**src/rtl/pingpong_stream_router.sv**
```systemverilog
// Ping-pong bank writer: turns a valid/ready pixel stream into registered demux data/select
// plus per-bank write strobes, filling two banks alternately in blocks of BLOCK_LEN pixels.
module pingpong_stream_router #(
  parameter int DATA_WIDTH = 8,
  parameter int BLOCK_LEN  = 784,
  parameter int ADDR_WIDTH = 10
) (
  input  logic                  clk,
  input  logic                  reset,
  input  logic [DATA_WIDTH-1:0] din,
  input  logic                  din_valid,
  output logic                  din_ready,
  input  logic                  bank_release_1,
  input  logic                  bank_release_2,
  output logic [DATA_WIDTH-1:0] dout,
  output logic                  sel,
  output logic                  wr_en_1,
  output logic                  wr_en_2,
  output logic [ADDR_WIDTH-1:0] wr_addr,
  output logic                  bank_full_1,
  output logic                  bank_full_2,
  output logic                  block_done
);

  typedef enum logic {FILL = 1'b0, STALL = 1'b1} state_t;

  localparam logic [ADDR_WIDTH-1:0] LAST = ADDR_WIDTH'(BLOCK_LEN - 1);

  state_t                  state_q, state_d;
  logic                    tgt_q, tgt_d;
  logic [ADDR_WIDTH-1:0]   cnt_q, cnt_d;
  logic [1:0]              full_q, full_d;
  logic [DATA_WIDTH-1:0]   dout_q, dout_d;
  logic                    sel_q, sel_d;
  logic [1:0]              wr_en_q, wr_en_d;
  logic [ADDR_WIDTH-1:0]   wr_addr_q, wr_addr_d;
  logic                    done_q, done_d;
  logic [1:0]              rel;
  logic                    accept;

  assign rel       = {bank_release_2, bank_release_1};
  // Pure decode of registered state; reset gating keeps upstream from handing off beats mid-reset.
  assign din_ready = (state_q == FILL) && !reset;
  assign accept    = din_valid && din_ready;

  always_comb begin
    state_d   = state_q;
    tgt_d     = tgt_q;
    cnt_d     = cnt_q;
    full_d    = full_q & ~rel;
    dout_d    = dout_q;
    sel_d     = sel_q;
    wr_addr_d = wr_addr_q;
    wr_en_d   = 2'b00;
    done_d    = 1'b0;
    case (state_q)
      FILL: begin
        if (accept) begin
          dout_d    = din;
          sel_d     = tgt_q;
          wr_addr_d = cnt_q;
          wr_en_d   = tgt_q ? 2'b10 : 2'b01;
          if (cnt_q == LAST) begin
            // Releases already folded into full_d, so a same-cycle release avoids the stall.
            cnt_d         = '0;
            full_d[tgt_q] = 1'b1;
            done_d        = 1'b1;
            tgt_d         = ~tgt_q;
            if (full_d[~tgt_q]) state_d = STALL;
          end else begin
            cnt_d = cnt_q + 1'b1;
          end
        end
      end
      STALL: begin
        if (!full_d[tgt_q]) state_d = FILL;
      end
      default: state_d = FILL;
    endcase
  end

  always_ff @(posedge clk) begin
    if (reset) begin
      state_q   <= FILL;
      tgt_q     <= 1'b0;
      cnt_q     <= '0;
      full_q    <= 2'b00;
      dout_q    <= '0;
      sel_q     <= 1'b0;
      wr_en_q   <= 2'b00;
      wr_addr_q <= '0;
      done_q    <= 1'b0;
    end else begin
      state_q   <= state_d;
      tgt_q     <= tgt_d;
      cnt_q     <= cnt_d;
      full_q    <= full_d;
      dout_q    <= dout_d;
      sel_q     <= sel_d;
      wr_en_q   <= wr_en_d;
      wr_addr_q <= wr_addr_d;
      done_q    <= done_d;
    end
  end

  assign dout        = dout_q;
  assign sel         = sel_q;
  assign wr_en_1     = wr_en_q[0];
  assign wr_en_2     = wr_en_q[1];
  assign wr_addr     = wr_addr_q;
  assign block_done  = done_q;
  assign bank_full_1 = full_q[0];
  assign bank_full_2 = full_q[1];

endmodule

```
**config.mk**
```make
export PLATFORM = sky130hd
export DESIGN_NAME = pingpong_stream_router
export DESIGN_NICKNAME = d
export VERILOG_FILES = /design/src/rtl/pingpong_stream_router.sv
export SDC_FILE = /design/constraint.sdc
export NUM_CORES = 1
export LEC_CHECK = 0
export BUFFER_PORTS_ARGS = -buffer_cell sky130_fd_sc_hd__buf_4
export CORE_AREA = 2 2 55 57
export CTS_BUF_LIST = sky130_fd_sc_hd__clkbuf_4 sky130_fd_sc_hd__clkbuf_8 sky130_fd_sc_hd__clkbuf_16
export DETAILED_ROUTE_END_ITERATION = 7
export DIE_AREA = 0 0 57 59
export PLACE_DENSITY = 0.78
export SETUP_SLACK_MARGIN = 0.4
export SYNTH_ARGS = -nofsm -noshare
export SYNTH_HDL_FRONTEND = slang
export SYNTH_SLANG_ARGS = --single-unit
```
**constraint.sdc**
```tcl
create_clock -name clk -period 4.1 [get_ports clk]
set_input_delay 0.41 -clock clk [delete_from_list [all_inputs] [get_ports clk]]
set_output_delay 0.41 -clock clk [all_outputs]
set_load 0.05 [all_outputs]
```
==> results.ini, run 1 <==
[sta]
timing.slew.headroom_pct=69.4
skew_ns=0.00819
finalCritPeriodShare_pct=40.5
fmaxAchievable_ghz=0.602
finalSetupViolCount=0
hold_viol=0
final.min_clock_period_ns=1.66
tightest_slew_ns=0.452
slew_violations=0
fin_tns_setup_ns=0
rsz0062_at_grt=false

[place]
hpwl_um=2060
gp_congestion=0.794
place_inst=224
port_buffers=37

[die]
die_x_um=57
die_area_sq_um=3360
die_h_um=59
initial_core_util_pct=52.3
ios=38
core-area_sq_um=2710
rows=19

[grt]
track_usage_pct=19.4
overflow=0
use_met1_pct=23.1
use_met3_pct=4.37
grtUsageMet2_pct=33.8
antenna_found_initial=0
grt_max_degree=31
grt_busiest_layer=met2
grt_pass1_wl_um=5090
grt_pass1_vias=1188

[yosys]
yosys-top-cells-count=nand2_1 (45), dfxtp_1 (36), nand3b_1 (16), nor2_1 (14), xnor2_1 (8)
yosysTopAreaCell=dfxtp_1
synth_top_family_by_area=simple AND/OR/NAND/NOR gates
yosysTopAreaCellShare_pct=50.9
yosysWarnings=0
synth_fp_nets=177
async_flop_share_pct=0
synthTopCellsByArea=dfxtp_1 (51%), nand2_1 (12%), nand3b_1 (8.5%)
ys_types=29
syn_area_sq_um=1420
synth_edf_count=0
yosys.area_share.simple_pct=34.7
syn_inst=163
synth.area.mux_share_pct=0
postSynthRegisterBits=36
syn_area_per_cell_sq_um=8.69
yosysMostFrequentCell=nand2_1
yosysSeqAreaShare_pct=50.9
synth_xor_area_share_pct=5.57
synthFlopType=dfxtp_1
synth-adder-area-share_pct=0.883
synth-compound-area-share_pct=4.33

[cells_and_area]
antenna_cells=0
layout.cells.non_filler=231
fin_nets=214
final_util_pct=64.8
areaGrowthSynthToFinish_pct=23.9
drive_above_1_share_pct=25.0
n_fill_cell=245

[route]
drc=0
vias=1219
drt_iter0_markers=31
wl_per_cell_um=12.5
dr.pass1.iters=5
ant_nets=0
vias_per_cell=5.28
drt_wl_total_um=2890

[clock_tree]
cts.sinks=36
cts_tree=built
numCtsBuffers=5
cts_hold_buf=0
postCtsSetupBuffers=0
clk-insertion-delay-late_ns=0.33
cts_root_buffer=clkbuf_4
clock_path_buffers=2
worst_setup_hold_path_clk_slew_ns=0.10
htree_num_levels=2
cts_resized=0

[setup_path]
r2r_start=state_q$_SDFF_PP0_
endpoint_kind=flip-flop
critical_path_class=flip-flop to flip-flop
cp_data_required_time_ns=4.32
r2r_setup_slack_ns=2.44
worstRegToRegCells=4
start_kind=flip-flop
cp.arrival_ns=1.88
worstPathMaxFanout=29
r2r-end=cnt_q[9]$_SDFFE_PP0P_

[power]
powerDensity_nw_per_um2=346
ir_drop_uv=277
power_leakage_nw=0.790

[worst_hold_path]
hold_path.startpoint=din[7]
hp-class=input pin to flip-flop
holdPathStages=3
whs_endpoint=dout[7]$_SDFFE_PP0P_

[outcome]
status=finished, final reports clean

[run]
maxCapViolCount=0

[state kept, by name (all words and copies together), names as in the netlist]
signal	count
wr_addr	10
wr_en_q	2
cnt_q	10
full_q	2
block_done	1
state_q	1
dout	8
sel	1
tgt_q	1
[routing by layer]
layer | share of wire [%] | up-vias | wire length [um]
met1 | 42 | 568 | 1210
met3 | 6.1 | 7 | 177
li1 | - | 607 | -
met5 | 0 | - | 0
met4 | 1.6 | 0 | 45
met2 | 51 | 37 | 1460
[kinds of logic after synthesis]
kind of cell | after synthesis
xor gates and xnor gates | 9
buffers and inverters | 11
and+or+nand+nor | 96
DFF | 36
adders and majority gates | 1
AOI/OAI and AO/OA | 10
[layout by cell type (no fill, tap or decap), drive strengths merged]
master / n
o21bai: 1
nand2: 45
clkinv: 1
a221oi: 1
a22oi: 1
inv: 3
xor2: 1
nand4: 2
nand3: 4
and2: 1
nor3b: 3
nor4bb: 1
nor3: 3
clkbuf: 6
dfxtp: 36
nand3b: 16
and3: 1
nand2b: 2
nor4: 2
or3b: 1
a21oi: 6
buf: 38
ha: 1
xnor2: 8
nor2: 15
o21a: 1
[worst max-delay path, cell delays in order (launching register included)]
cell     delay (ns)
dfxtp_1        0.36
or3b_4         0.56
nor4_1         0.39
xnor2_1        0.17
nor2_1         0.06
[report_power, final]
group          switching, mW  internal [mW]
registers            0.00458          0.357
clock network          0.108         0.0697
logic                 0.0443         0.0244
total                  0.156          0.451
[final cells by class]
type | count | area [sq um] | share of cell area, %
inverter | 3 | 11.3 | 0.641
clock inverter | 1 | 5.00 | 0.285
timing repair buffer | 38 | 285 | 16.3
clock buffer | 6 | 45.0 | 2.57
multi-input combinational | 116 | 649 | 37.0
tap | 31 | 38.8 | 2.21
sequential | 36 | 721 | 41.1
[per-stage QoR]
| step | setup slack (ns) | total power, mW | hold slack [ns] | area, sq um |
|---|---|---|---|---|
| detailed placement | 2.17 | 0.439 | 0.456 | 1710 |
| global placement | 2.24 | 0.438 | 0.446 | 1710 |
| finish | 2.44 | 0.608 | 0.248 | 1760 |
| global route | 2.35 | 0.631 | 0.251 | 1760 |
| CTS | 2.42 | 0.611 | 0.246 | 1760 |
| floorplan | 2.27 | 0.416 | 0.439 | 1420 |
[worst max-delay path by stage]
stage | from | endpoint | slack, ns | depth (start not counted)
2_1_floorplan | reset | din_ready | 2.27 | 3
3_3_place_gp | reset | cnt_q[9]$_SDFFE_PP0P_ | 2.24 | 5
3_5_place_dp | reset | cnt_q[9]$_SDFFE_PP0P_ | 2.17 | 5
4_1_cts | state_q$_SDFF_PP0_ | cnt_q[9]$_SDFFE_PP0P_ | 2.42 | 4
5_1_grt | cnt_q[9]$_SDFFE_PP0P_ | cnt_q[7]$_SDFFE_PP0P_ | 2.35 | 4
6_report | state_q$_SDFF_PP0_ | cnt_q[9]$_SDFFE_PP0P_ | 2.44 | 4
Power figures use the tool's default switching activity.
==> run 2, diff against run 1 <==
Settings changed: ABC_AREA set to 1, CORE_AREA 2 2 55 57 to 2 2 58 60, DIE_AREA 0 0 57 59 to 0 0 60 62, PLACE_DENSITY 0.78 to 0.74.
Clock period 4.1 ns to 1.6 ns, I/O delays scaled along.
==> results.ini, run 2 <==
[yosys]
synthTopCellsByArea=dfxtp_1 (48%), nand2_1 (11%), nand3_1 (7.6%)
yosysTopAreaCellShare_pct=47.8  ; -3.0 points
synth.area.mux_share_pct=0  ; unchanged
yosysWarnings=0  ; unchanged
synth-compound-area-share_pct=6.64  ; +2.3 points
syn_inst=196  ; +20%
yosys.area_share.simple_pct=35.3  ; +0.58 points
yosysTopAreaCell=dfxtp_1
synth_top_family_by_area=simple AND/OR/NAND/NOR gates
synth_xor_area_share_pct=0.581  ; -5.0 points
syn_area_per_cell_sq_um=7.69  ; -12%
ys_types=24  ; -17%
async_flop_share_pct=0  ; unchanged
yosysMostFrequentCell=nand2_1
synthFlopType=dfxtp_1
synth_fp_nets=210  ; +19%
synth-adder-area-share_pct=0.831  ; -0.053 points
yosysSeqAreaShare_pct=47.8  ; -3.0 points
synth_edf_count=0  ; unchanged
syn_area_sq_um=1510  ; +6.4%
postSynthRegisterBits=36  ; unchanged
yosys-top-cells-count=nand2_1 (46), dfxtp_1 (36), nand3_1 (23), nor2_1 (21), inv_1 (20)

[route]
dr.pass1.iters=4  ; -1
ant_nets=0  ; unchanged
vias_per_cell=4.90  ; -7.1%
drc=0  ; unchanged
vias=1431  ; +17%
drt_iter0_markers=63  ; +100%
wl_per_cell_um=12.1  ; -3.5%
drt_wl_total_um=3530  ; +22%

[sta]
hold_viol=0  ; unchanged
fmaxAchievable_ghz=0.805  ; +34%
slew_violations=0  ; unchanged
finalSetupViolCount=0  ; unchanged
finalCritPeriodShare_pct=77.6  ; +37 points
tightest_slew_ns=0.464  ; +0.0112 ns
fin_tns_setup_ns=0  ; unchanged
fin_ws_ns=0.358  ; -2.08 ns
final.min_clock_period_ns=1.24  ; -0.418 ns
skew_ns=0.00654  ; -0.00165 ns
timing.slew.headroom_pct=69.1  ; -0.37 points
whs_ns=0.0158  ; -0.232 ns
rsz0062_at_grt=true

[clock_tree]
htree_num_levels=2  ; unchanged
cts_tree=built
worst_setup_hold_path_clk_slew_ns=0.10  ; about the same
cts_root_buffer=clkbuf_4
clk-insertion-delay-late_ns=0.34  ; about the same
clock_path_buffers=2  ; unchanged
numCtsBuffers=5  ; unchanged
cts.sinks=36  ; unchanged

[die]
ios=38  ; unchanged
core-area_sq_um=3180  ; +17%
initial_core_util_pct=47.4  ; -4.9 points
die_x_um=60  ; +5.3%
die_area_sq_um=3720  ; +11%
die_h_um=62  ; +5.1%
rows=21  ; +2

[cells_and_area]
n_fill_cell=260  ; +6.1%
layout_commonest_cell=buf_4
fin_nets=259  ; +21%
antenna_cells=0  ; unchanged
mostFrequentLayoutCells=buf_4 (47), nand2_1 (42), dfxtp_1 (27)
drive_above_1_share_pct=39.0  ; +14 points
areaGrowthSynthToFinish_pct=38.8
final_util_pct=65.8  ; +0.99 points

[setup_path]
timing.critical_path.buf_inv=1  ; +1
endpoint_kind=flip-flop
max_stage_delay_ns=0.37  ; -0.19 ns
start_kind=flip-flop
cp.arrival_ns=1.49  ; -0.39 ns
worstPathCellList=nor2_8 -> nand2_8 -> nor2_4 -> nand2_2 -> nand2_4 -> inv_1 -> nand2_1 -> nor2_1
cp_slowest_cell=dfxtp_4
path_delay_family=simple AND/OR/NAND/NOR gates
critical_path_class=flip-flop to flip-flop
cp_data_required_time_ns=1.84  ; -2.48 ns
worstPathMaxFanout=6  ; -79%

[power]
ir_drop_uv=417  ; +50%
powerDensity_nw_per_um2=804  ; +130%
power_leakage_nw=0.939  ; +19%
power.total_mw=1.68  ; +180%

[grt]
grt_pass1_vias=1201  ; +1.1%
antenna_found_initial=0  ; unchanged
grt_max_degree=20  ; -35%
grt_pass1_wl_um=5400  ; +6.1%
overflow=0  ; unchanged
track_usage_pct=20.1  ; +0.75 points

[worst_hold_path]
hp-class=input pin to flip-flop

[place]
dpl_worst_slack_ns=0.222  ; -1.95 ns
hpwl_um=2350  ; +14%
gp_congestion=0.866  ; +9.0%
port_buffers=37  ; unchanged

[outcome]
status=finished, final reports clean

[run]
maxCapViolCount=0  ; unchanged

[run 2: cell types whose count changed in the layout (fill, tap and decap cells not counted), moves of 4 or more]
cell      change
buf_4         +9
dfxtp_1       -9
dfxtp_2       +6
inv_1        +15
nand2_2       +4
nand3_1      +18
nand3b_1     -16
nor2_4        +6
o21ai_0       +8
xnor2_1       -8
[run 2: final timing paths]
path | start | end | slack, ns | cells past startpoint
worst min-delay path | din[2] | dout[2]$_SDFFE_PP0P_ | 0.02 | 3
worst min register to register | dout[6]$_SDFFE_PP0P_ | dout[6]$_SDFFE_PP0P_ | 0.47 | 2
worst max register to register | state_q$_SDFF_PP0_ | cnt_q[8]$_SDFFE_PP0P_ | 0.36 | 8
worst max-delay path | state_q$_SDFF_PP0_ | cnt_q[8]$_SDFFE_PP0P_ | 0.36 | 8
[run 2: repair_timing]
action | 4_1_cts | 5_1_grt
pin swaps | 5 | 10
setup buffers | 5 | 4
resized for setup | 16 | 21
hold endpoints to repair | 0 | 0
cloned | 0 | 0
hold buffers | 0 | 0
endpoints found under the setup margin | 16 | 13
[run 2: layout make-up]
class / instances / area [sq um] / area share, %
inverters: 21 / 81.3 / 3.89
repair buffers: 50 / 387 / 18.5
well taps: 46 / 57.6 / 2.75
multi-input cells: 131 / 759 / 36.3
flip-flops and latches: 36 / 739 / 35.4
clock buffers: 8 / 66.3 / 3.17
[run 2: report_power, final]
group / leakage (nW) / internal [mW] / switching, mW / total, mW
registers: 0.298 / 0.914 / 0.0127 / 0.927
clock network: 0.0394 / 0.251 / 0.275 / 0.525
logic: 0.602 / 0.0794 / 0.149 / 0.228
total: 0.939 / 1.24 / 0.436 / 1.68
[run 2: through the flow]
step	cells	instance area, sq um
after floorplan	196	1530
after global placement	275	1830
after detailed placement	275	1830
after CTS	288	1990
after global routing	292	2090
final	292	2090
[run 2: kinds of logic (layout without fill, tap and decap cells)]
kind of cell | after synthesis | in the layout
AND/OR/NAND/NOR | 110 | 110
XOR/XNOR | 1 | 1
adder cells (fa/ha/maj) | 1 | 1
AO/OA/AOI/OAI | 19 | 19
flip-flops | 36 | 36
buffers and inverters | 29 | 79
[run 2: tightest hold or removal path, stage by stage]
cell	delay, ns
buf_4	0.07
nand2_1	0.04
nand2_1	0.05
[run 2: routing by layer]
metal / up-vias / wire length [um] / global-route usage, %
met5: - / 0 / 0
met4: 0 / 83 / 9.84
met3: 9 / 163 / 6.21
met2: 34 / 1730 / 30.1
met1: 660 / 1550 / 26.3
li1: 728 / - / -
==> run 3, diff against run 2 <==
Settings changed: ABC_AREA 1 to 0, CORE_AREA 2 2 58 60 to 2 2 57 59, DIE_AREA 0 0 60 62 to 0 0 59 61, PLACE_DENSITY 0.74 to 0.73.
Clock period 1.6 ns to 1.2 ns, I/O delays scaled along.
==> results.ini, run 3 (synthesized netlist as in run 1, its figures left out) <==
[outcome]
status=finished with violations
violations=negative setup slack

[route]
drt_wl_total_um=4930  ; +40%
drc=0  ; unchanged
wl_per_cell_um=18.0  ; +49%
dr.pass1.iters=4  ; unchanged
drt_iter0_markers=61  ; -3.2%
ant_nets=0  ; unchanged
vias_per_cell=5.58  ; +14%
vias=1529  ; +6.8%

[cells_and_area]
mostFrequentLayoutCells=nand2_1 (43), buf_4 (39), dfxtp_2 (30)
areaGrowthSynthToFinish_pct=75.0
layout.cells.non_filler=274  ; -6.2%
fin_area_sq_um=2480  ; +19%
multi_input_area_sq_um=782  ; +3.0%
ff_latch_area_sq_um=758  ; +2.5%
antenna_cells=0  ; unchanged
layout_commonest_cell=nand2_1
n_fill_cell=138  ; -47%
drive_above_1_share_pct=55.2  ; +16 points
fin_nets=254  ; -1.9%

[clock_tree]
cts.sinks=36  ; unchanged
clk-insertion-delay-late_ns=0.36  ; +0.02 ns
cts_root_buffer=clkbuf_4
numCtsBuffers=5  ; unchanged
clock_path_buffers=2  ; unchanged
worst_setup_hold_path_clk_slew_ns=0.13  ; +0.03 ns
htree_num_levels=2  ; unchanged
cts_tree=built

[worst_hold_path]
hp-class=input pin to flip-flop

[die]
die_area_sq_um=3600  ; -3.3%
rows=20  ; -4.8%
die_x_um=59  ; -1.7%
initial_core_util_pct=48.0  ; +0.58 points
die_h_um=61  ; -1.6%
ios=38  ; unchanged
core-area_sq_um=2950  ; -7.1%

[sta]
fin_ws_ns=-0.322  ; -0.680 ns
hold_viol=0  ; unchanged
slew_violations=0  ; unchanged
final.min_clock_period_ns=1.52  ; +0.280 ns
rsz0062_at_grt=true
tightest_slew_ns=0.349  ; -0.115 ns
skew_ns=0.0200  ; +0.0135 ns
finalCritPeriodShare_pct=127  ; +49 points
finalSetupViolCount=35  ; +35
fmaxAchievable_ghz=0.657  ; -18%
timing.slew.headroom_pct=76.7  ; +7.6 points

[setup_path]
critical_path_class=flip-flop to flip-flop
cp.arrival_ns=1.78  ; +0.29 ns
endpoint_kind=flip-flop
r2r_setup_slack_ns=-0.32  ; -0.68 ns
worstPathMaxFanout=8  ; +2
cp_data_required_time_ns=1.46  ; -0.38 ns
start_kind=flip-flop

[place]
hpwl_um=2640  ; +12%
port_buffers=37  ; unchanged
placedInstanceArea_sq_um=1920  ; +4.9%
gp_congestion=0.841  ; -2.9%
place_inst=249  ; -9.5%

[grt]
antenna_found_initial=0  ; unchanged
grt_max_degree=20  ; unchanged
overflow=0  ; unchanged
grt_pass1_wl_um=6960  ; +29%
grt_pass1_vias=1521  ; +27%
track_usage_pct=27.0  ; +6.9 points

[power]
ir_drop_uv=527  ; +27%
power_leakage_nw=1.10  ; +17%
powerDensity_nw_per_um2=940  ; +17%

[run]
maxCapViolCount=0  ; unchanged

run 3: layout make-up:
class                   instances  share of cell area (%)
clock buffers                   6                    2.07
clock inverters                 2                   0.404
inverters                       3                   0.454
multi-input cells             116                    31.5
flip-flops and latches         36                    30.6
well taps                      33                    1.67
repair buffers                 78                    33.3
run 3: path summary, 6_finish.rpt:
path                                start                       to  cells past startpoint
setup / recovery       state_q$_SDFF_PP0_    cnt_q[1]$_SDFFE_PP0P_                      7
hold / removal             bank_release_2     full_q[1]$_SDFF_PP0_                      4
setup reg to reg       state_q$_SDFF_PP0_    cnt_q[1]$_SDFFE_PP0P_                      7
hold reg to reg   wr_addr[7]$_SDFFE_PP0P_  wr_addr[7]$_SDFFE_PP0P_                      2
run 3: per-layer routing:
metal / vias to the layer above / global-route usage [%] / part of all wire [%]
li1: 684 / - / -
met1: 765 / 26.0 / 36
met2: 68 / 52.1 / 57
met3: 12 / 8.96 / 5.0
met4: 0 / 12.0 / 2.2
met5: - / 0 / 0
run 3: critical path, stage by stage, from the launching register on:
cell	delay, ns
dfxtp_2	0.35
buf_4	0.16
nor3b_4	0.21
buf_4	0.16
buf_8	0.13
buf_6	0.14
nand3_1	0.07
a21oi_1	0.19
run 3: per-stage QoR:
| step | total power [mW] | setup TNS, ns | setup WS, ns | hold slack, ns | util [%] |
|---|---|---|---|---|---|
| floorplan | 1.42 | -2.15 | -0.0963 | 0.219 | - |
| global placement | 1.52 | -1.26 | -0.129 | 0.304 | 65.0 |
| detailed placement | 1.53 | -2.07 | -0.213 | 0.311 | 65.0 |
| CTS | 2.29 | -2.52 | -0.210 | 0.141 | 81.3 |
| global route | 2.39 | -7.85 | -0.325 | 0.181 | 83.9 |
| finish | 2.33 | -6.68 | -0.322 | 0.155 | 83.9 |
run 3: repair_timing:
| item | 4_1_cts | 5_1_grt |
|---|---|---|
| hold buffers | 8 | 0 |
| pin swaps | 3 | 8 |
| resized for setup | 93 | 13 |
| endpoints found under the setup margin | 61 | 61 |
| cloned | 0 | 0 |
| hold endpoints to repair | 8 | 0 |
| setup buffers | 5 | 4 |
run 3: power by group:
part	leakage, nW	internal, mW	switching (mW)
Sequential	0.306	1.22	0.0253
Combinational	0.755	0.182	0.197
Clock	0.0380	0.279	0.423
